==> src/rtl/counter_pkg.sv <==
// Shared encodings for the run-controlled counter: mode select and FSM state.
package counter_pkg;

  typedef enum logic [1:0] {
    MODE_WRAP    = 2'd0,
    MODE_SAT     = 2'd1,
    MODE_ONESHOT = 2'd2,
    MODE_RSVD    = 2'd3
  } mode_e;

  typedef enum logic [1:0] {
    ST_IDLE = 2'd0,
    ST_RUN  = 2'd1,
    ST_DONE = 2'd2
  } state_e;

endpackage

==> src/rtl/counter_ctrl_if.sv <==
// Control/status bundle of counter_ctrl; slave is the counter, master drives it.
interface counter_ctrl_if #(
  parameter int WIDTH          = 32,
  parameter int PRESCALE_WIDTH = 16
);
  logic                      start_i;
  logic                      stop_i;
  logic [1:0]                mode_i;
  logic [PRESCALE_WIDTH-1:0] prescale_i;
  logic [WIDTH-1:0]          init_i;
  logic [WIDTH-1:0]          incr_i;
  logic [WIDTH-1:0]          limit_i;
  logic [WIDTH-1:0]          counter_o;
  logic                      busy_o;
  logic                      wrap_o;
  logic                      done_o;
  logic                      ovf_o;

  modport master (
    output start_i, stop_i, mode_i, prescale_i, init_i, incr_i, limit_i,
    input  counter_o, busy_o, wrap_o, done_o, ovf_o
  );

  modport slave (
    input  start_i, stop_i, mode_i, prescale_i, init_i, incr_i, limit_i,
    output counter_o, busy_o, wrap_o, done_o, ovf_o
  );
endinterface

==> src/rtl/tick_gen.sv <==
// Prescale divider: tick is high for one cycle every period+1 enabled cycles.
// clr restarts the count so the first tick lands period cycles after the clear.
module tick_gen #(
  parameter int PRESCALE_WIDTH = 16
) (
  input  logic                      clk,
  input  logic                      resetn,
  input  logic                      clr,
  input  logic                      en,
  input  logic [PRESCALE_WIDTH-1:0] period,
  output logic                      tick
);

  logic [PRESCALE_WIDTH-1:0] count_q;

  assign tick = en && (count_q == period);

  always_ff @(posedge clk or negedge resetn) begin
    if (!resetn) begin
      count_q <= '0;
    end else if (clr) begin
      count_q <= '0;
    end else if (en) begin
      count_q <= tick ? '0 : count_q + PRESCALE_WIDTH'(1);
    end
  end

endmodule

==> src/rtl/counter_ctrl.sv <==
// Run-controlled accumulator with wrap / saturate / one-shot limit handling.
// Counter, pulses and busy are all registered and change on the same edge.
module counter_ctrl
  import counter_pkg::*;
#(
  parameter int WIDTH          = 32,
  parameter int PRESCALE_WIDTH = 16
) (
  input logic          clk,
  input logic          resetn,
  counter_ctrl_if.slave bus
);

  state_e                    state_q, state_d;
  mode_e                     mode_q;
  logic [PRESCALE_WIDTH-1:0] ps_q;
  logic [WIDTH-1:0]          cnt_q, cnt_d;
  logic                      ovf_q, ovf_d;
  logic                      wrap_q, wrap_d;
  logic                      done_q, done_d;
  logic                      busy_q;
  logic                      run;
  logic                      load;
  logic                      tick;
  logic [WIDTH:0]            sum, lim_ext, wsum;

  assign run     = (state_q == ST_RUN);
  // Stop beats a simultaneous start only while running; in IDLE/DONE stop is inert.
  assign load    = bus.start_i && !(run && bus.stop_i);
  assign lim_ext = {1'b0, bus.limit_i};
  assign sum     = {1'b0, cnt_q} + {1'b0, bus.incr_i};
  assign wsum    = sum - lim_ext - (WIDTH+1)'(1);

  tick_gen #(.PRESCALE_WIDTH(PRESCALE_WIDTH)) u_tick (
    .clk    (clk),
    .resetn (resetn),
    .clr    (load),
    .en     (run),
    .period (ps_q),
    .tick   (tick)
  );

  always_comb begin
    state_d = state_q;
    cnt_d   = cnt_q;
    ovf_d   = ovf_q;
    wrap_d  = 1'b0;
    done_d  = 1'b0;
    if (run && bus.stop_i) begin
      state_d = ST_IDLE;
    end else if (load) begin
      state_d = ST_RUN;
      cnt_d   = bus.init_i;
      ovf_d   = 1'b0;
    end else if (run && tick) begin
      case (mode_q)
        MODE_SAT: begin
          if (sum > lim_ext) begin
            cnt_d = bus.limit_i;
            ovf_d = 1'b1;
          end else begin
            cnt_d = sum[WIDTH-1:0];
          end
        end
        MODE_ONESHOT: begin
          if (sum >= lim_ext) begin
            cnt_d   = bus.limit_i;
            done_d  = 1'b1;
            state_d = ST_DONE;
            if (sum > lim_ext) ovf_d = 1'b1;
          end else begin
            cnt_d = sum[WIDTH-1:0];
          end
        end
        default: begin
          // An increment larger than the limit cannot land inside the range; restart at zero.
          if (sum > lim_ext) begin
            wrap_d = 1'b1;
            ovf_d  = 1'b1;
            cnt_d  = (wsum > lim_ext) ? '0 : wsum[WIDTH-1:0];
          end else begin
            cnt_d = sum[WIDTH-1:0];
          end
        end
      endcase
    end
  end

  always_ff @(posedge clk or negedge resetn) begin
    if (!resetn) begin
      state_q <= ST_IDLE;
      mode_q  <= MODE_WRAP;
      ps_q    <= '0;
      cnt_q   <= '0;
      ovf_q   <= 1'b0;
      wrap_q  <= 1'b0;
      done_q  <= 1'b0;
      busy_q  <= 1'b0;
    end else begin
      state_q <= state_d;
      cnt_q   <= cnt_d;
      ovf_q   <= ovf_d;
      wrap_q  <= wrap_d;
      done_q  <= done_d;
      busy_q  <= (state_d == ST_RUN);
      if (load) begin
        mode_q <= mode_e'(bus.mode_i);
        ps_q   <= bus.prescale_i;
      end
    end
  end

  assign bus.counter_o = cnt_q;
  assign bus.busy_o    = busy_q;
  assign bus.wrap_o    = wrap_q;
  assign bus.done_o    = done_q;
  assign bus.ovf_o     = ovf_q;

endmodule

==> src/flat_wrapper.sv <==
// flat-port wrapper written by rule: the top's interface ports become plain ports
module counter_ctrl_flat import counter_pkg::*;
#(
  parameter int WIDTH          = 32,
  parameter int PRESCALE_WIDTH = 16
)
  (clk, resetn, bus_start_i, bus_stop_i, bus_mode_i, bus_prescale_i, bus_init_i, bus_incr_i, bus_limit_i, bus_counter_o, bus_busy_o, bus_wrap_o, bus_done_o, bus_ovf_o);
  counter_ctrl_if #(.WIDTH(WIDTH), .PRESCALE_WIDTH(PRESCALE_WIDTH)) bus_i ();
  input logic clk;
  input logic resetn;
  input wire logic [$bits(bus_i.start_i)-1:0] bus_start_i;
  input wire logic [$bits(bus_i.stop_i)-1:0] bus_stop_i;
  input wire logic [$bits(bus_i.mode_i)-1:0] bus_mode_i;
  input wire logic [$bits(bus_i.prescale_i)-1:0] bus_prescale_i;
  input wire logic [$bits(bus_i.init_i)-1:0] bus_init_i;
  input wire logic [$bits(bus_i.incr_i)-1:0] bus_incr_i;
  input wire logic [$bits(bus_i.limit_i)-1:0] bus_limit_i;
  output wire logic [$bits(bus_i.counter_o)-1:0] bus_counter_o;
  output wire logic [$bits(bus_i.busy_o)-1:0] bus_busy_o;
  output wire logic [$bits(bus_i.wrap_o)-1:0] bus_wrap_o;
  output wire logic [$bits(bus_i.done_o)-1:0] bus_done_o;
  output wire logic [$bits(bus_i.ovf_o)-1:0] bus_ovf_o;
  assign bus_i.start_i = bus_start_i;
  assign bus_i.stop_i = bus_stop_i;
  assign bus_i.mode_i = bus_mode_i;
  assign bus_i.prescale_i = bus_prescale_i;
  assign bus_i.init_i = bus_init_i;
  assign bus_i.incr_i = bus_incr_i;
  assign bus_i.limit_i = bus_limit_i;
  assign bus_counter_o = bus_i.counter_o;
  assign bus_busy_o = bus_i.busy_o;
  assign bus_wrap_o = bus_i.wrap_o;
  assign bus_done_o = bus_i.done_o;
  assign bus_ovf_o = bus_i.ovf_o;
  counter_ctrl #(.WIDTH(WIDTH), .PRESCALE_WIDTH(PRESCALE_WIDTH)) u_core (.clk(clk), .resetn(resetn), .bus(bus_i));
endmodule
==> config.mk <==
export PLATFORM = sky130hd
export DESIGN_NAME = counter_ctrl_flat
export DESIGN_NICKNAME = d
export VERILOG_FILES = /design/src/rtl/counter_pkg.sv /design/src/rtl/counter_ctrl_if.sv /design/src/rtl/tick_gen.sv /design/src/rtl/counter_ctrl.sv /design/src/flat_wrapper.sv
export SDC_FILE = /design/constraint.sdc
export NUM_CORES = 1
export LEC_CHECK = 0
export CAP_MARGIN = 30
export CORE_ASPECT_RATIO = 0.7
export CORE_MARGIN = 5
export CORE_UTILIZATION = 55
export CTS_BUF_LIST = sky130_fd_sc_hd__clkbuf_16
export DETAILED_ROUTE_END_ITERATION = 16
export DONT_BUFFER_PORTS = 1
export PLACE_DENSITY = 0.77
export SETUP_SLACK_MARGIN = 0.2
export SLEW_MARGIN = 20
export SYNTH_ARGS = -nofsm -noshare
export SYNTH_HDL_FRONTEND = slang
export SYNTH_SLANG_ARGS = --single-unit
==> constraint.sdc <==
create_clock -name clk -period 10.3 [get_ports clk]
set_input_delay 0.515 -clock clk [delete_from_list [all_inputs] [get_ports clk]]
set_output_delay 0.515 -clock clk [all_outputs]
set_load 0.01 [all_outputs]
## Yosys cells after proc, flatten, opt, wreduce, memory -nomap -nowiden

Index checks and enable logic that the tools add are counted.

| storage, ports and cells | value |
|---|---|
| register bits after elaboration | 72 |
| bits of input ports | 118 |
| output and inout bits | 36 |
| logic and storage cells | 63 |

| cells by class | value |
|---|---|
| add/subtract/negate cells | 4 |
| magnitude comparators | 3 |
| eq/ne operators | 6 |
| mux-type cells | 30 |
| bitwise logic cells | 1 |
| reduce and logical (&&, ||, !) cells | 10 |

Operators by type and width:

| operator | number |
|---|---|
| 32-bit 2-to-1 mux | 6 |
| 33-bit by 32-bit > comparator with 1-bit output | 2 |
| 32-bit one-hot mux with 2 select lines | 1 |
| 16-bit 2-to-1 mux | 3 |
| 32-bit by 32-bit adder with 33-bit output | 1 |
| 33-bit by 32-bit greater-or-equal comparator with 1-bit output | 1 |
| 33-bit by 1-bit subtractor with 33-bit output (second input constant) | 1 |
| 33-bit by 32-bit subtractor with 33-bit output | 1 |
| 16-bit by 1-bit adder with 16-bit output (second input constant) | 1 |
| 16-bit equality test | 1 |
| 1-bit 2-to-1 mux | 15 |
| 2-bit 2-to-1 mux | 5 |
| 2-bit by 1-bit equality test with 1-bit output (second input constant) | 3 |
| 1-bit logical AND | 4 |
| 2-bit nonzero test | 2 |
| 3-bit by 1-bit inequality test with 1-bit output (second input constant) | 1 |
| 3-bit AND reduction | 1 |
| 2-bit equality test (second input constant) | 1 |
| 2-bit AND reduction | 1 |
| 2-bit OR reduction | 1 |
| 1-bit logical NOT | 1 |
| 1-bit NOT | 1 |

## Logic depth before layout (Yosys ltp)

Gate-level depths: netlist (run 1).

| logic depth | value |
|---|---|
| depth after elaboration | 9 |
| mapped depth | 34 |
| gate-level depth less buffers | 33 |

## By module

From an unflattened synthesis (run 1), not the netlist that was laid out.

| second synthesis, totals | value |
|---|---|
| cell total of the unflattened synthesis | 1153 |
| area, all modules | 9295.2 um^2 |

Modules (own cells, without submodules):

| module | times used | cells each | area an instance (um^2) | seq. area each (um^2) |
|---|---|---|---|---|
| counter_ctrl | 1 | 1030 | 8195.4 | 1401.3 |
| tick_gen | 1 | 123 | 1099.8 | 400.4 |

## Worst setup path before layout (run 1)

OpenSTA, ideal clock, no wires.

| path | value |
|---|---|
| path kind | input to register |
| start | input port bus_incr_i[3] |
| end | register u_core.cnt_q[25], in the netlist u_core.bus.counter_o[25] |
| setup time | 0.126 ns |
| data arrival time | 5.932 ns |
| data required time | 10.174 ns |
| slack | 4.242 ns |
| cell stages on the path | 29 |
| path buffers | 1 |
| cells stage by stage | ha_1 > a21o_1 > a21oi_1 > a21oi_1 > a211o_1 > a211oi_1 > o21ai_1 > xor2_1 > ha_1 > a21oi_1 > o21ai_1 > nor3_1 > o311ai_1 > a31oi_1 > o31a_1 > o21bai_1 > a21oi_1 > xnor2_1 > ha_1 > nand4_1 > nor4_1 > o41ai_1 > a31o_2 > nand3_1 > mux2i_4 > buf_6 > a221oi_2 > nor3_1 > a221o_1 |

| between the ends | value |
|---|---|
| word-level cells in the longest chain between the ends | 9 |
| elaborated cells on any way between the ends | 13 |
| those cells by class | add/sub (3); order compare (3); mux (7) |

RTL lines:

| element | RTL line | RTL |
|---|---|---|
| start: declaration | flat_wrapper.sv:16 | `input wire logic [$bits(bus_i.incr_i)-1:0] bus_incr_i;` |
| 32-bit by 32-bit adder with 33-bit output * | counter_ctrl.sv:31 | `assign sum = {1'b0, cnt_q} + {1'b0, bus.incr_i};` |
| 33-bit by 32-bit subtractor with 33-bit output | counter_ctrl.sv:32 | `assign wsum = sum - lim_ext - (WIDTH+1)'(1);` |
| 33-bit by 1-bit subtractor with 33-bit output | counter_ctrl.sv:32 |  |
| 33-bit by 32-bit > comparator with 1-bit output | counter_ctrl.sv:80 | `cnt_d = (wsum > lim_ext) ? '0 : wsum[WIDTH-1:0];` |
| 32-bit 2-to-1 mux | counter_ctrl.sv:80 |  |
| 32-bit 2-to-1 mux | counter_ctrl.sv:77 | `if (sum > lim_ext) begin` |
| 32-bit one-hot mux with 2 select lines * | counter_ctrl.sv:56 | `case (mode_q)` |
| 32-bit 2-to-1 mux * | counter_ctrl.sv:55 | `end else if (run && tick) begin` |
| 32-bit 2-to-1 mux * | counter_ctrl.sv:51 | `end else if (load) begin` |
| end signal: assignment | counter_ctrl.sv:101 | `cnt_q <= cnt_d;` |
| end: declaration | counter_ctrl.sv:17 | `logic [WIDTH-1:0] cnt_q, cnt_d;` |

Every way passes the cells marked *; elsewhere a longest branch is shown, timed or not. The select of a mux whose other input is x is not followed.
A chain may end at the register's enable or synchronous reset.

## Final worst setup path (run 1)

| path | value |
|---|---|
| start | register u_core.cnt_q[3], in the netlist u_core.bus.counter_o[3] |
| end | register u_core.cnt_q[22], in the netlist u_core.bus.counter_o[22] |

| between the ends | value |
|---|---|
| word-level cells in the longest chain between the ends | 9 |
| elaborated cells on any way between the ends | 13 |
| those cells by class | add/sub (3); order compare (3); mux (7) |

RTL lines:

| element | RTL line |
|---|---|
| 32-bit by 32-bit adder with 33-bit output * | counter_ctrl.sv:31 |
| 33-bit by 32-bit subtractor with 33-bit output | counter_ctrl.sv:32 |
| 33-bit by 1-bit subtractor with 33-bit output | counter_ctrl.sv:32 |
| 33-bit by 32-bit > comparator with 1-bit output | counter_ctrl.sv:80 |
| 32-bit 2-to-1 mux | counter_ctrl.sv:80 |
| 32-bit 2-to-1 mux | counter_ctrl.sv:77 |
| 32-bit one-hot mux with 2 select lines * | counter_ctrl.sv:56 |
| 32-bit 2-to-1 mux * | counter_ctrl.sv:55 |
| 32-bit 2-to-1 mux * | counter_ctrl.sv:51 |

Marked as above.

==> tab_implementation.tex, run 1 <==
\begin{tabular}{lr}
\hline
Metric & Value \\
\hline
\multicolumn{2}{l}{\textbf{Critical path}} \\
Critical Path RT & about 11 ns \\
Master of the slowest instance on the critical path & sky130\_fd\_sc\_hd\_\_mux2i\_4 \\
Most common cell on crit path & sky130\_fd\_sc\_hd\_\_a21oi\_1 \\
Delay contributed by the slowest stage of the critical path & 0.57 ns \\
Register-to-register path setup slack & $\sim$2.8 ns \\
Reg2Reg Launch Point & u\_core.bus.counter\_o[3] \\
Worst r2r path cells & 30 \\
Critical Path Source Type & register \\
Critical path class & register to register \\
WP data arrival & 7.81 ns \\
Type of element capturing the critical path & register \\
Endpoint of the most critical register-to-register path & u\_core.bus.counter\_o[22] \\
Highest net fanout along the worst path & 17 \\
\multicolumn{2}{l}{\textbf{Clock tree}} \\
Hold Buf Count CTS & 1 \\
Cts bufs inserted & 9 \\
Maximum clock path buffer count & 2 \\
Clock sink count & 72 \\
CTS tree & yes \\
Number of buffers inserted to repair setup after CTS & 0 \\
Clock transition time at the flip-flop clock pins of the worst setup and hold paths & roughly 0.060 ns \\
CTS H-Tree Depth & 3 \\
Skew-Pair Late Insertion Delay & $\sim$0.35 ns \\
Number of instances resized during post-cts repair & 0 \\
Root buf cell & sky130\_fd\_sc\_hd\_\_clkbuf\_16 \\
\multicolumn{2}{l}{\textbf{GRT}} \\
GRT Util Overall & 32.0\% \\
Via count of the first global-routing pass & a little under 8000 \\
Overall overflow remaining after global route & 0 \\
Global-route wire length before repair & 46700 um \\
Initial antenna violation count & 0 \\
Pin count of the biggest net entering global routing & 73 \\
\multicolumn{2}{l}{\textbf{Synthesis}} \\
Synthesized flop and latch total & slightly above 70 \\
Count of flip-flops with a built-in enable after synthesis & 0 \\
Netlist area before placement & 0.00881 mm2 \\
Async set-reset flop share out of synthesis & 100\% \\
Top cell type by total area after synthesis & sky130\_fd\_sc\_hd\_\_dfrtp\_1 \\
Top post-synthesis cells by count & 119 x sky130\_fd\_sc\_hd\_\_nand2\_1, 104 x sky130\_fd\_sc\_hd\_\_a21oi\_1, 99 x sky130\_fd\_sc\_hd\_\_ha\_1 \\
Synthesized area per cell & 7.98 um2 \\
Gate count of the mapped netlist & between 1000 and 1500 \\
Part of the Yosys area used for sequential elements & just over 20\% \\
Synth Warn \# & 0 \\
Net count after synthesis & about 1300 \\
Top cell type's share of synthesized area & 20.4\% \\
Top flip-flop cell by instance count after synthesis & sky130\_fd\_sc\_hd\_\_dfrtp\_1 \\
Library cell with the highest instance count after synthesis & sky130\_fd\_sc\_hd\_\_nand2\_1 \\
Top cells by area in the synthesized netlist & sky130\_fd\_sc\_hd\_\_dfrtp\_1 20\%, sky130\_fd\_sc\_hd\_\_ha\_1 14\%, sky130\_fd\_sc\_hd\_\_a21oi\_1 5.9\%, sky130\_fd\_sc\_hd\_\_nand2\_1 5.1\%, sky130\_fd\_sc\_hd\_\_xnor2\_1 4.9\% \\
Count of cell types in the netlist & 82 \\
\multicolumn{2}{l}{\textbf{Placement}} \\
Cell Area, Placed & 0.00892 mm2 \\
Final RePlAce weighted congestion & between 1 and 1.5 \\
IO Port Bufs & 0 \\
Cell count after placement & $\sim$1300 \\
Detailed placement HPWL & $\sim$25000 um \\
\multicolumn{2}{l}{\textbf{Timing}} \\
RSZ-0062 raised after global routing & false \\
Final setup TNS & 0 ns \\
Final critical-path required period & 7.54 ns \\
Final Cycle Share & approximately 73\% \\
Maximum clock rate & roughly 130 MHz \\
Setup violators final & 0 \\
Transition time of the tightest slew-check pin & between 0.8 and 0.9 ns \\
Final hold violations & 0 \\
Final Skew & slightly above 0.009 ns \\
Max transition margin & 39.9\% \\
Slew Limit Fails & 0 \\
\multicolumn{2}{l}{\textbf{Route}} \\
DRC violation count after routing & 0 \\
Routed WL & about 31000 um \\
First-pass iteration count of the detailed router & 8 \\
Remaining number of nets flagged by the antenna check after routing & 0 \\
DR vias & 8869 \\
Routed WL per cell & $\sim$24 um \\
Number of vias per cell after detailed routing & 6.90 \\
Violation count after the first detailed-routing iteration & 1384 \\
\multicolumn{2}{l}{\textbf{Floorplanning}} \\
Horizontal die dimension & 161 um \\
Die footprint & roughly 0.019 mm2 \\
Number of placed I/O pins & 154 \\
Core area & 0.0156 mm2 \\
Die Y & roughly 120 um \\
Effective utilization at floorplan & a little under three fifths \\
Row cnt & 38 \\
\multicolumn{2}{l}{\textbf{Run status}} \\
Run status & finished, final reports clean \\
\multicolumn{2}{l}{\textbf{Pwr}} \\
Static leakage & slightly above 4 nW \\
Worst voltage drop across the vdd grid & 0.160 mV \\
Cell internal power dissipation & 1.35 mW \\
Psw & between 1.5 and 2 mW \\
Cell area power density & roughly 320 mW/mm2 \\
Proportion of power drawn by flip-flops and latches & a little over an eighth \\
Combinational share of power & 75.4\% \\
Relative contribution of the clock network to total power & 11.6\% \\
Net switching fraction of the power & a little over half \\
\multicolumn{2}{l}{\textbf{Job}} \\
Maxcap violations & 0 \\
\multicolumn{2}{l}{\textbf{Finish}} \\
Area of combinational cells with multiple inputs & between 0.006 and 0.007 mm2 \\
Core occupancy in the finished layout & between 50\% and 60\% \\
Cell area after layout & 0.00927 mm2 \\
Number of filler cells placed in the layout & around 1400 \\
Share of layout cells above drive strength 1 & under 10\% \\
Number of standard cells in the layout, taps in and fillers out & 1286 \\
Register area & 0.00180 mm2 \\
Synthesis-to-finish area growth & 5.18\% \\
Total Nets Final & about 1300 \\
\multicolumn{2}{l}{\textbf{Hold path}} \\
Hold crit path type & primary input to asynchronous set/reset pin \\
\hline
\end{tabular}
## critical path, delay by kind of cell, from the launching register on
| family | cells | cell delay, ns |
|---|---|---|
| buffers and inverters | 1 | 0.25 |
| AO/OA/AOI/OAI | 17 | 3.56 |
| adder cells (fa/ha/maj) | 3 | 1.11 |
| XOR/XNOR | 2 | 0.49 |
| AND/OR/NAND/NOR | 6 | 1.04 |
| multiplexers | 1 | 0.57 |
| flip-flops | 1 | 0.43 |
## layout make-up
cell class / count / share of cell area (%)
Multi-Input combinational cell: 926 / 70.7
Sequential cell: 72 / 19.4
Tap cell: 200 / 2.70
Inverter: 61 / 2.47
Clock buffer: 9 / 2.43
Timing Repair Buffer: 10 / 1.19
Clock inverter: 7 / 1.04
Antenna cell: 1 / 0.0270
## per-stage QoR
stage	hold slack (ns)	total power [mW]	setup slack, ns
2_1_floorplan	0.219	2.05	4.24
3_3_place_gp	0.221	2.50	2.84
3_5_place_dp	0.221	2.53	2.93
4_1_cts	0.0665	2.89	2.92
5_1_grt	0.0660	3.18	2.19
6_report	0.0289	2.98	2.76
## registers in the layout (all words and copies together) (netlist names)
register               flops
u_core.bus.ovf_o           1
u_core.ps_q               16
u_core.u_tick.count_q     16
u_core.state_q             2
u_core.bus.counter_o      32
u_core.bus.done_o          1
u_core.mode_q              2
u_core.bus.wrap_o          1
u_core.bus.busy_o          1
## kinds of logic (layout without fill, tap and decap cells)
group	after synthesis	after routing	share of synthesized area (%)
other	0	1	0
XOR/XNOR	87	87	8.64
AO/OA/AOI/OAI	380	380	29.4
adder cells (fa/ha/maj)	101	101	14.5
flip-flops	72	72	20.4
AND/OR/NAND/NOR	327	327	17.7
buffers and inverters	106	87	5.27
multiplexers	31	31	4.07
## routing by layer
| layer | vias to the layer above | track usage, % | part of all wire, % |
|---|---|---|---|
| li1 | 4078 | - | - |
| met4 | 0 | 5.74 | 1.2 |
| met5 | - | 0 | 0 |
| met3 | 42 | 13.7 | 17 |
| met1 | 4129 | 49.3 | 45 |
| met2 | 620 | 41.0 | 37 |
## placed cells by master, fill, tap and decap left out, types with 4 or more instances in the layout
cell / instances
sky130_fd_sc_hd__a211o_1: 5
sky130_fd_sc_hd__a211oi_1: 22
sky130_fd_sc_hd__a21boi_0: 5
sky130_fd_sc_hd__a21o_1: 22
sky130_fd_sc_hd__a21oi_1: 104
sky130_fd_sc_hd__a221o_1: 10
sky130_fd_sc_hd__a221oi_1: 21
sky130_fd_sc_hd__a22oi_1: 24
sky130_fd_sc_hd__a311oi_1: 5
sky130_fd_sc_hd__a31oi_1: 10
sky130_fd_sc_hd__and2_1: 6
sky130_fd_sc_hd__and3_1: 11
sky130_fd_sc_hd__buf_4: 7
sky130_fd_sc_hd__clkbuf_16: 9
sky130_fd_sc_hd__dfrtp_1: 72
sky130_fd_sc_hd__ha_1: 99
sky130_fd_sc_hd__inv_1: 61
sky130_fd_sc_hd__mux2_2: 29
sky130_fd_sc_hd__nand2_1: 119
sky130_fd_sc_hd__nand3_1: 31
sky130_fd_sc_hd__nand4_1: 27
sky130_fd_sc_hd__nor2_1: 73
sky130_fd_sc_hd__nor2b_1: 7
sky130_fd_sc_hd__nor3_1: 22
sky130_fd_sc_hd__nor4_1: 6
sky130_fd_sc_hd__o211a_1: 4
sky130_fd_sc_hd__o211ai_1: 8
sky130_fd_sc_hd__o21a_1: 19
sky130_fd_sc_hd__o21ai_0: 45
sky130_fd_sc_hd__o21ai_1: 14
sky130_fd_sc_hd__o21bai_1: 7
sky130_fd_sc_hd__o31ai_1: 22
sky130_fd_sc_hd__or3_1: 4
sky130_fd_sc_hd__xnor2_1: 49
sky130_fd_sc_hd__xor2_1: 38
## power by group through the flow
| stage | clock [mW] | sequential, mW | combinational (mW) |
|---|---|---|---|
| after global routing | 0.355 | 0.394 | 2.43 |
| after CTS | 0.344 | 0.388 | 2.15 |
| after floorplan | 0 | 0.369 | 1.69 |
| after global placement | 0 | 0.391 | 2.11 |
| after detailed placement | 0 | 0.392 | 2.13 |
| final | 0.345 | 0.390 | 2.25 |
## worst max path at each step
stage	from	to	slack, ns	depth (start not counted)
floorplan	bus_incr_i[3]	u_core.bus.counter_o[25]	4.24	29
global placement	bus_incr_i[0]	u_core.bus.counter_o[31]	2.84	33
detailed placement	bus_incr_i[0]	u_core.bus.counter_o[31]	2.93	34
CTS	u_core.bus.counter_o[0]	u_core.bus.counter_o[31]	2.92	34
global route	u_core.bus.counter_o[3]	u_core.bus.counter_o[25]	2.19	30
finish	u_core.bus.counter_o[3]	u_core.bus.counter_o[22]	2.76	30
(Power assumes the default switching activity.)
==> inputs of run 2 (changes only) <==
--- a/config.mk
+++ b/config.mk
@@ -5,6 +5,7 @@
 export SDC_FILE = /design/constraint.sdc
 export NUM_CORES = 1
 export LEC_CHECK = 0
+export ABC_AREA = 1
 export CAP_MARGIN = 30
 export CORE_ASPECT_RATIO = 0.7
 export CORE_MARGIN = 5
==> constraint.sdc (replaced) <==
create_clock -name clk -period 7.1 [get_ports clk]
set_input_delay 0.355 -clock clk [delete_from_list [all_inputs] [get_ports clk]]
set_output_delay 0.355 -clock clk [all_outputs]
set_load 0.01 [all_outputs]
==> run 2 against run 1 <==
Effect of this change:
- clock skew is 0.0070 ns higher
- sequential power is 58% higher
- via count is 25% higher
- sequential share of layout area is 1.9 points lower
- area after synthesis is 11% higher
- non-clock buffer count is 5 higher
- clock-buffer cell count stayed put
- hold slack better by 0.074 ns
- utilization is 0.050 points higher
- register-to-register slack worse by 2.0 ns
- design area is 11% higher
==> tab_implementation.tex, run 2 <==
\begin{tabular}{lr}
\hline
Metric & Value \\
\hline
\multicolumn{2}{l}{\textbf{Run status}} \\
Run status & finished, final reports clean \\
\multicolumn{2}{l}{\textbf{Synthesis}} \\
Synth Warn \# & 0 \\
Synthesized flop and latch total & a little over 70 \\
Async set-reset flop share out of synthesis & 100\% \\
Part of the Yosys area used for sequential elements & roughly 18\% \\
Netlist area before placement & between 0.009 and 0.01 mm2 \\
Top flip-flop cell by instance count after synthesis & sky130\_fd\_sc\_hd\_\_dfrtp\_1 \\
Library cell with the highest instance count after synthesis & sky130\_fd\_sc\_hd\_\_nand2\_1 \\
Count of flip-flops with a built-in enable after synthesis & 0 \\
Top cell type's share of synthesized area & 18.4\% \\
Gate count of the mapped netlist & 1612 \\
Top cells by area in the synthesized netlist & sky130\_fd\_sc\_hd\_\_dfrtp\_1 18\%, sky130\_fd\_sc\_hd\_\_nand2\_1 17\%, sky130\_fd\_sc\_hd\_\_ha\_1 13\%, sky130\_fd\_sc\_hd\_\_nor2\_1 7.7\%, sky130\_fd\_sc\_hd\_\_inv\_1 7.0\% \\
Count of cell types in the netlist & 48 \\
Top cell type by total area after synthesis & sky130\_fd\_sc\_hd\_\_dfrtp\_1 \\
Top post-synthesis cells by count & 450 x sky130\_fd\_sc\_hd\_\_nand2\_1, 201 x sky130\_fd\_sc\_hd\_\_nor2\_1, 182 x sky130\_fd\_sc\_hd\_\_inv\_1 \\
Synthesized area per cell & approximately 6.1 um2 \\
Net count after synthesis & 1831 \\
\multicolumn{2}{l}{\textbf{Placement}} \\
Final RePlAce weighted congestion & a little over 1 \\
Setup slack at placement & 0.741 ns \\
Detailed placement HPWL & $\sim$28000 um \\
IO Port Bufs & 0 \\
\multicolumn{2}{l}{\textbf{Timing}} \\
Max transition margin & between 30 and 40\% \\
WHS & 0.103 ns \\
Final setup TNS & 0 ns \\
Setup violators final & 0 \\
Transition time of the tightest slew-check pin & approximately 0.96 ns \\
Maximum clock rate & 158 MHz \\
Final Cycle Share & between 80\% and 90\% \\
Slew Limit Fails & 0 \\
RSZ-0062 raised after global routing & false \\
Worst setup slack after layout & 0.752 ns \\
Final Skew & between 0.015 and 0.02 ns \\
Final critical-path required period & roughly 6.3 ns \\
Final hold violations & 0 \\
\multicolumn{2}{l}{\textbf{Hold path}} \\
Hold crit path type & primary input to register \\
Worst hold path startpoint & bus\_prescale\_i[11] \\
Hold-critical path depth & 2 \\
Endpoint with the worst hold slack & u\_core.ps\_q[11] \\
\multicolumn{2}{l}{\textbf{Critical path}} \\
Worst r2r path cells & 36 \\
Critical Path Source Type & register \\
Type of element capturing the critical path & register \\
Critical Path RT & roughly 7.4 ns \\
Endpoint of the most critical register-to-register path & u\_core.bus.counter\_o[0] \\
Highest net fanout along the worst path & 10 \\
Register-to-register path setup slack & 0.75 ns \\
CP Buf/Inv Count & 1 \\
Master of the slowest instance on the critical path & sky130\_fd\_sc\_hd\_\_dfrtp\_1 \\
Most common cell on crit path & sky130\_fd\_sc\_hd\_\_nand2\_1 \\
Reg2Reg Launch Point & u\_core.bus.counter\_o[0] \\
Critical path class & register to register \\
WP data arrival & between 6 and 7 ns \\
Worst path top cell family by delay & simple AND/OR/NAND/NOR gates \\
Delay contributed by the slowest stage of the critical path & 0.44 ns \\
\multicolumn{2}{l}{\textbf{Finish}} \\
Largest register FFs & 32 \\
Register area & approximately 0.0018 mm2 \\
Area of combinational cells with multiple inputs & slightly above 0.007 mm2 \\
Synthesis-to-finish area growth & 5.23\% \\
Number of filler cells placed in the layout & around 1800 \\
Commonest cells after routing, fill and taps aside & 450 x sky130\_fd\_sc\_hd\_\_nand2\_1, 201 x sky130\_fd\_sc\_hd\_\_nor2\_1, 182 x sky130\_fd\_sc\_hd\_\_inv\_1 \\
Share of layout cells above drive strength 1 & 3.32\% \\
Leading cell type in the layout, fill and taps excluded & sky130\_fd\_sc\_hd\_\_nand2\_1 \\
Total Nets Final & approximately 1800 \\
\multicolumn{2}{l}{\textbf{Floorplanning}} \\
Effective utilization at floorplan & between 50 and 60\% \\
Die footprint & $\sim$0.02 mm2 \\
Horizontal die dimension & about 170 um \\
Row cnt & 40 \\
Core area & between 0.015 and 0.02 mm2 \\
Number of placed I/O pins & around 150 \\
Die Y & $\sim$120 um \\
\multicolumn{2}{l}{\textbf{Route}} \\
Number of vias per cell after detailed routing & 6.07 \\
Routed WL & approximately 35000 um \\
DRC violation count after routing & 0 \\
Routed WL per cell & roughly 19 um \\
Remaining number of nets flagged by the antenna check after routing & 0 \\
Violation count after the first detailed-routing iteration & between 1500 and 2000 \\
DR vias & roughly 11000 \\
First-pass iteration count of the detailed router & 5 \\
\multicolumn{2}{l}{\textbf{Clock tree}} \\
CTS H-Tree Depth & 3 \\
Number of buffers inserted to repair setup after CTS & 0 \\
Clock transition time at the flip-flop clock pins of the worst setup and hold paths & 0.08 ns \\
Clock sink count & 72 \\
Skew-Pair Late Insertion Delay & between 0.3 and 0.4 ns \\
Cts bufs inserted & 9 \\
Root buf cell & sky130\_fd\_sc\_hd\_\_clkbuf\_16 \\
Maximum clock path buffer count & 2 \\
CTS tree & yes \\
\multicolumn{2}{l}{\textbf{GRT}} \\
Pin count of the biggest net entering global routing & 73 \\
Via count of the first global-routing pass & between 9000 and 10000 \\
Global-route wire length before repair & 53600 um \\
Initial antenna violation count & 0 \\
Overall overflow remaining after global route & 0 \\
GRT Util Overall & 32.9\% \\
\multicolumn{2}{l}{\textbf{Pwr}} \\
Worst voltage drop across the vdd grid & 0.306 mV \\
Cell area power density & around 520 mW/mm2 \\
Static leakage & approximately 5.3 nW \\
Overall Power & about 5.3 mW \\
\multicolumn{2}{l}{\textbf{Job}} \\
Maxcap violations & 0 \\
\hline
\end{tabular}
[run 2: changes by cell type in the layout (fill, tap and decap cells not counted), moves of 27 or more]
cell,change
sky130_fd_sc_hd__a21oi_1,+27
sky130_fd_sc_hd__inv_1,+121
sky130_fd_sc_hd__mux2_2,-29
sky130_fd_sc_hd__nand2_1,+331
sky130_fd_sc_hd__nand3_1,+80
sky130_fd_sc_hd__nor2_1,+128
sky130_fd_sc_hd__xnor2_1,-33
[run 2: cells by family after synthesis]
logic type	synth area share, %
XOR/XNOR	6.17
buffers and inverters	9.49
AND/OR/NAND/NOR	35.9
AO/OA/AOI/OAI	16.9
flip-flops	18.4
adder cells (fa/ha/maj)	13.1
[run 2: worst max path at each step]
stage | from | endpoint | slack [ns] | cells after the start
after floorplan | u_core.bus.counter_o[0] | u_core.bus.counter_o[11] | 2.02 | 36
after global placement | u_core.bus.counter_o[0] | u_core.bus.counter_o[0] | 0.76 | 36
after detailed placement | u_core.bus.counter_o[0] | u_core.bus.counter_o[0] | 0.74 | 36
after CTS | u_core.bus.counter_o[0] | u_core.bus.counter_o[0] | 0.70 | 36
after global routing | u_core.bus.counter_o[0] | u_core.bus.counter_o[12] | 0.22 | 36
final | u_core.bus.counter_o[0] | u_core.bus.counter_o[0] | 0.75 | 36
[run 2: repair_timing]
action	in CTS	in global routing
hold endpoints to repair	72	0
hold buffers	2	0
gates resized for setup	0	2
setup endpoints to repair	0	25
[run 2: through the flow]
step / area (um2) / util [%] / cells
after global placement: 9950 / 57.4 / 1807
after CTS: 10300 / 59.4 / 1825
final: 10300 / 59.5 / 1827
after detailed placement: 9950 / 57.4 / 1807
after floorplan: 9790 / - / 1612
after global routing: 10300 / 59.5 / 1826
[run 2: power breakdown]
group / internal, mW / switching, mW
Clock: 0.276 / 0.208
Combinational: 1.38 / 2.83
Sequential: 0.490 / 0.127
Total: 2.15 / 3.17
[run 2: layout make-up]
| class | instances | share of cell area, % |
|---|---|---|
| well taps | 231 | 2.81 |
| inverters | 187 | 6.84 |
| clock buffers | 9 | 2.19 |
| multi-input cells | 1305 | 68.6 |
| flip-flops and latches | 72 | 17.5 |
| repair buffers | 15 | 1.31 |
| clock inverters | 7 | 0.753 |
| diodes | 1 | 0.0243 |
[run 2: per-layer routing]
metal / global-route usage, % / wire, um
met1: 49.5 / 15800
met2: 46.5 / 13900
met3: 9.67 / 5000
met4: 6.28 / 630
met5: 0 / 0
==> inputs of run 3 (changes only) <==
--- a/config.mk
+++ b/config.mk
@@ -13,6 +13,7 @@
 export CTS_BUF_LIST = sky130_fd_sc_hd__clkbuf_16
 export DETAILED_ROUTE_END_ITERATION = 16
 export DONT_BUFFER_PORTS = 1
+export MAX_ROUTING_LAYER = met4
 export PLACE_DENSITY = 0.77
 export SETUP_SLACK_MARGIN = 0.2
 export SLEW_MARGIN = 20
==> run 3 against run 2 <==
Effect of this change:
- first-iteration DRC count up 5.0%
- global-route usage up 1.8 points
- flip-flop and latch count unchanged
- hold slack better by 0.011 ns
- clock skew down 0.0052 ns
- sequential power about the same
- sequential share of layout area about the same
- die area unchanged
- non-clock buffer count down 1
- critical endpoint is now u_core.bus.counter_o[31]
- largest cell class unchanged
==> tab_implementation.tex, run 3 (synthesis gave the netlist of run 2 again) <==
\begin{tabular}{lr}
\hline
Metric & Value \\
\hline
\multicolumn{2}{l}{\textbf{Run status}} \\
Run status & finished, final reports clean \\
\multicolumn{2}{l}{\textbf{Clock tree}} \\
Maximum clock path buffer count & 2 \\
Clock transition time at the flip-flop clock pins of the worst setup and hold paths & $\sim$0.07 ns \\
Clock sink count & 72 \\
Number of buffers inserted to repair setup after CTS & 0 \\
Root buf cell & sky130\_fd\_sc\_hd\_\_clkbuf\_16 \\
CTS tree & yes \\
Skew-Pair Late Insertion Delay & 0.35 ns \\
Cts bufs inserted & 9 \\
CTS H-Tree Depth & 3 \\
\multicolumn{2}{l}{\textbf{Floorplanning}} \\
Die Y & $\sim$120 um \\
Row cnt & 40 \\
Die footprint & 0.0206 mm2 \\
Number of placed I/O pins & 154 \\
Horizontal die dimension & about 170 um \\
Core area & roughly 0.017 mm2 \\
Effective utilization at floorplan & between 50\% and 60\% \\
\multicolumn{2}{l}{\textbf{GRT}} \\
Overall overflow remaining after global route & 0 \\
Initial antenna violation count & 0 \\
GRT Util Overall & 34.7\% \\
Via count of the first global-routing pass & between 10000 and 15000 \\
Most used routing layer & met1 \\
Pin count of the biggest net entering global routing & 73 \\
GR met3 Demand/Resource & between 8 and 9\% \\
Global-route wire length before repair & around 55000 um \\
Met1 Track Usage GR & about half \\
Met2 capacity usage during global routing & approximately half \\
\multicolumn{2}{l}{\textbf{Finish}} \\
Total Nets Final & 1808 \\
Share of layout cells above drive strength 1 & under 10\% \\
Leading cell type in the layout, fill and taps excluded & sky130\_fd\_sc\_hd\_\_nand2\_1 \\
Synthesis-to-finish area growth & 5.29\% \\
Number of filler cells placed in the layout & 1783 \\
Commonest cells after routing, fill and taps aside & 449 x sky130\_fd\_sc\_hd\_\_nand2\_1, 201 x sky130\_fd\_sc\_hd\_\_nor2\_1, 182 x sky130\_fd\_sc\_hd\_\_inv\_1 \\
Largest register FFs & 32 \\
Antenna Cells & 0 \\
\multicolumn{2}{l}{\textbf{Critical path}} \\
Most common cell on crit path & sky130\_fd\_sc\_hd\_\_nand2\_1 \\
Delay contributed by the slowest stage of the critical path & $\sim$0.44 ns \\
Highest net fanout along the worst path & 22 \\
Critical Path Source Type & register \\
Master of the slowest instance on the critical path & sky130\_fd\_sc\_hd\_\_dfrtp\_1 \\
Critical path class & register to register \\
Worst r2r path cells & 29 \\
WP data arrival & 6.58 ns \\
Critical Path RT & 7.38 ns \\
Type of element capturing the critical path & register \\
\multicolumn{2}{l}{\textbf{Timing}} \\
Setup violators final & 0 \\
Slew Limit Fails & 0 \\
WHS & $\sim$0.11 ns \\
Max transition margin & 33.7\% \\
Final Skew & 0.0109 ns \\
Transition time of the tightest slew-check pin & 0.992 ns \\
Final Cycle Share & about nine tenths \\
Maximum clock rate & 159 MHz \\
Final hold violations & 0 \\
Final setup TNS & 0 ns \\
Final critical-path required period & around 6.3 ns \\
RSZ-0062 raised after global routing & false \\
\multicolumn{2}{l}{\textbf{Pwr}} \\
Worst voltage drop across the vdd grid & around 0.25 mV \\
Static leakage & $\sim$5.3 nW \\
Cell area power density & roughly 520 mW/mm2 \\
\multicolumn{2}{l}{\textbf{Route}} \\
Violation count after the first detailed-routing iteration & $\sim$1700 \\
Routed WL per cell & a little under 20 um \\
Routed WL & approximately 35000 um \\
First-pass iteration count of the detailed router & 6 \\
DRC violation count after routing & 0 \\
Remaining number of nets flagged by the antenna check after routing & 0 \\
Number of vias per cell after detailed routing & approximately 6 \\
DR vias & around 11000 \\
\multicolumn{2}{l}{\textbf{Placement}} \\
IO Port Bufs & 0 \\
Final RePlAce weighted congestion & 1.05 \\
Detailed placement HPWL & around 29000 um \\
\multicolumn{2}{l}{\textbf{Job}} \\
Maxcap violations & 0 \\
\multicolumn{2}{l}{\textbf{Hold path}} \\
Hold crit path type & primary input to register \\
Hold-critical path depth & 2 \\
\hline
\end{tabular}
## run 3: cell count changes in the layout (fill, tap and decap cells not counted), sizes merged
cell / change
clkinvlp: -1
diode: -1
buf: -1
inv: -1
clkinv: +2
## run 3: per-layer routing
| layer | wire [um] | vias to the layer above |
|---|---|---|
| met5 | 0 | - |
| met1 | 16200 | 4979 |
| li1 | - | 5272 |
| met3 | 4540 | 54 |
| met2 | 14200 | 689 |
| met4 | 532 | 0 |
## run 3: path summary, 6_finish.rpt
path	start	endpoint	slack (ns)
max	u_core.bus.counter_o[0]	u_core.bus.counter_o[31]	0.80
min	bus_prescale_i[13]	u_core.ps_q[13]	0.11
max reg2reg	u_core.bus.counter_o[0]	u_core.bus.counter_o[31]	0.80
min reg2reg	u_core.ps_q[15]	u_core.ps_q[15]	0.51
max in group asynchronous	resetn	u_core.ps_q[5]	6.18
min in group asynchronous	resetn	u_core.ps_q[2]	0.60
## run 3: critical path: cells and delay by family (launching register included)
| kind | cells | cell delay [ns] |
|---|---|---|
| compound gates | 9 | 1.84 |
| xor+xnor | 2 | 0.54 |
| fa+ha+maj | 4 | 1.34 |
| buf+inv | 2 | 0.35 |
| flops | 1 | 0.44 |
| simple gates | 12 | 1.71 |
## run 3: timing repair
action	CTS	global route
hold endpoints to repair	72	0
setup endpoints to repair	0	32
hold buffers	2	0
resized for setup	0	3
## run 3: where the power goes
part / total (mW) / internal (mW) / switching (mW) / leakage (nW)
logic: 4.22 / 1.39 / 2.84 / 4.22
registers: 0.615 / 0.490 / 0.125 / 0.904
clock network: 0.483 / 0.276 / 0.206 / 0.150
total: 5.32 / 2.16 / 3.17 / 5.28
## run 3: final cells by class
type                       instances  area [um2]  share of cell area, %
clock inverter                     7        78.8                  0.765
sequential                        72        1800                   17.5
inverter                         187         704                   6.83
clock buffer                       9         225                   2.18
tap                              231         289                   2.80
multi-input combinational       1305        7070                   68.6
timing repair buffer              14         140                   1.36
## run 3: metrics by stage
stage	setup WS (ns)	instance area (um2)	utilization (%)	cells	power [mW]
after floorplan	2.02	9790	-	1612	3.70
after global placement	0.753	9950	57.5	1806	4.63
after detailed placement	0.680	9950	57.5	1806	4.68
after CTS	0.645	10300	59.4	1824	5.19
after global routing	0.219	10300	59.5	1825	5.86
final	0.801	10300	59.5	1825	5.32
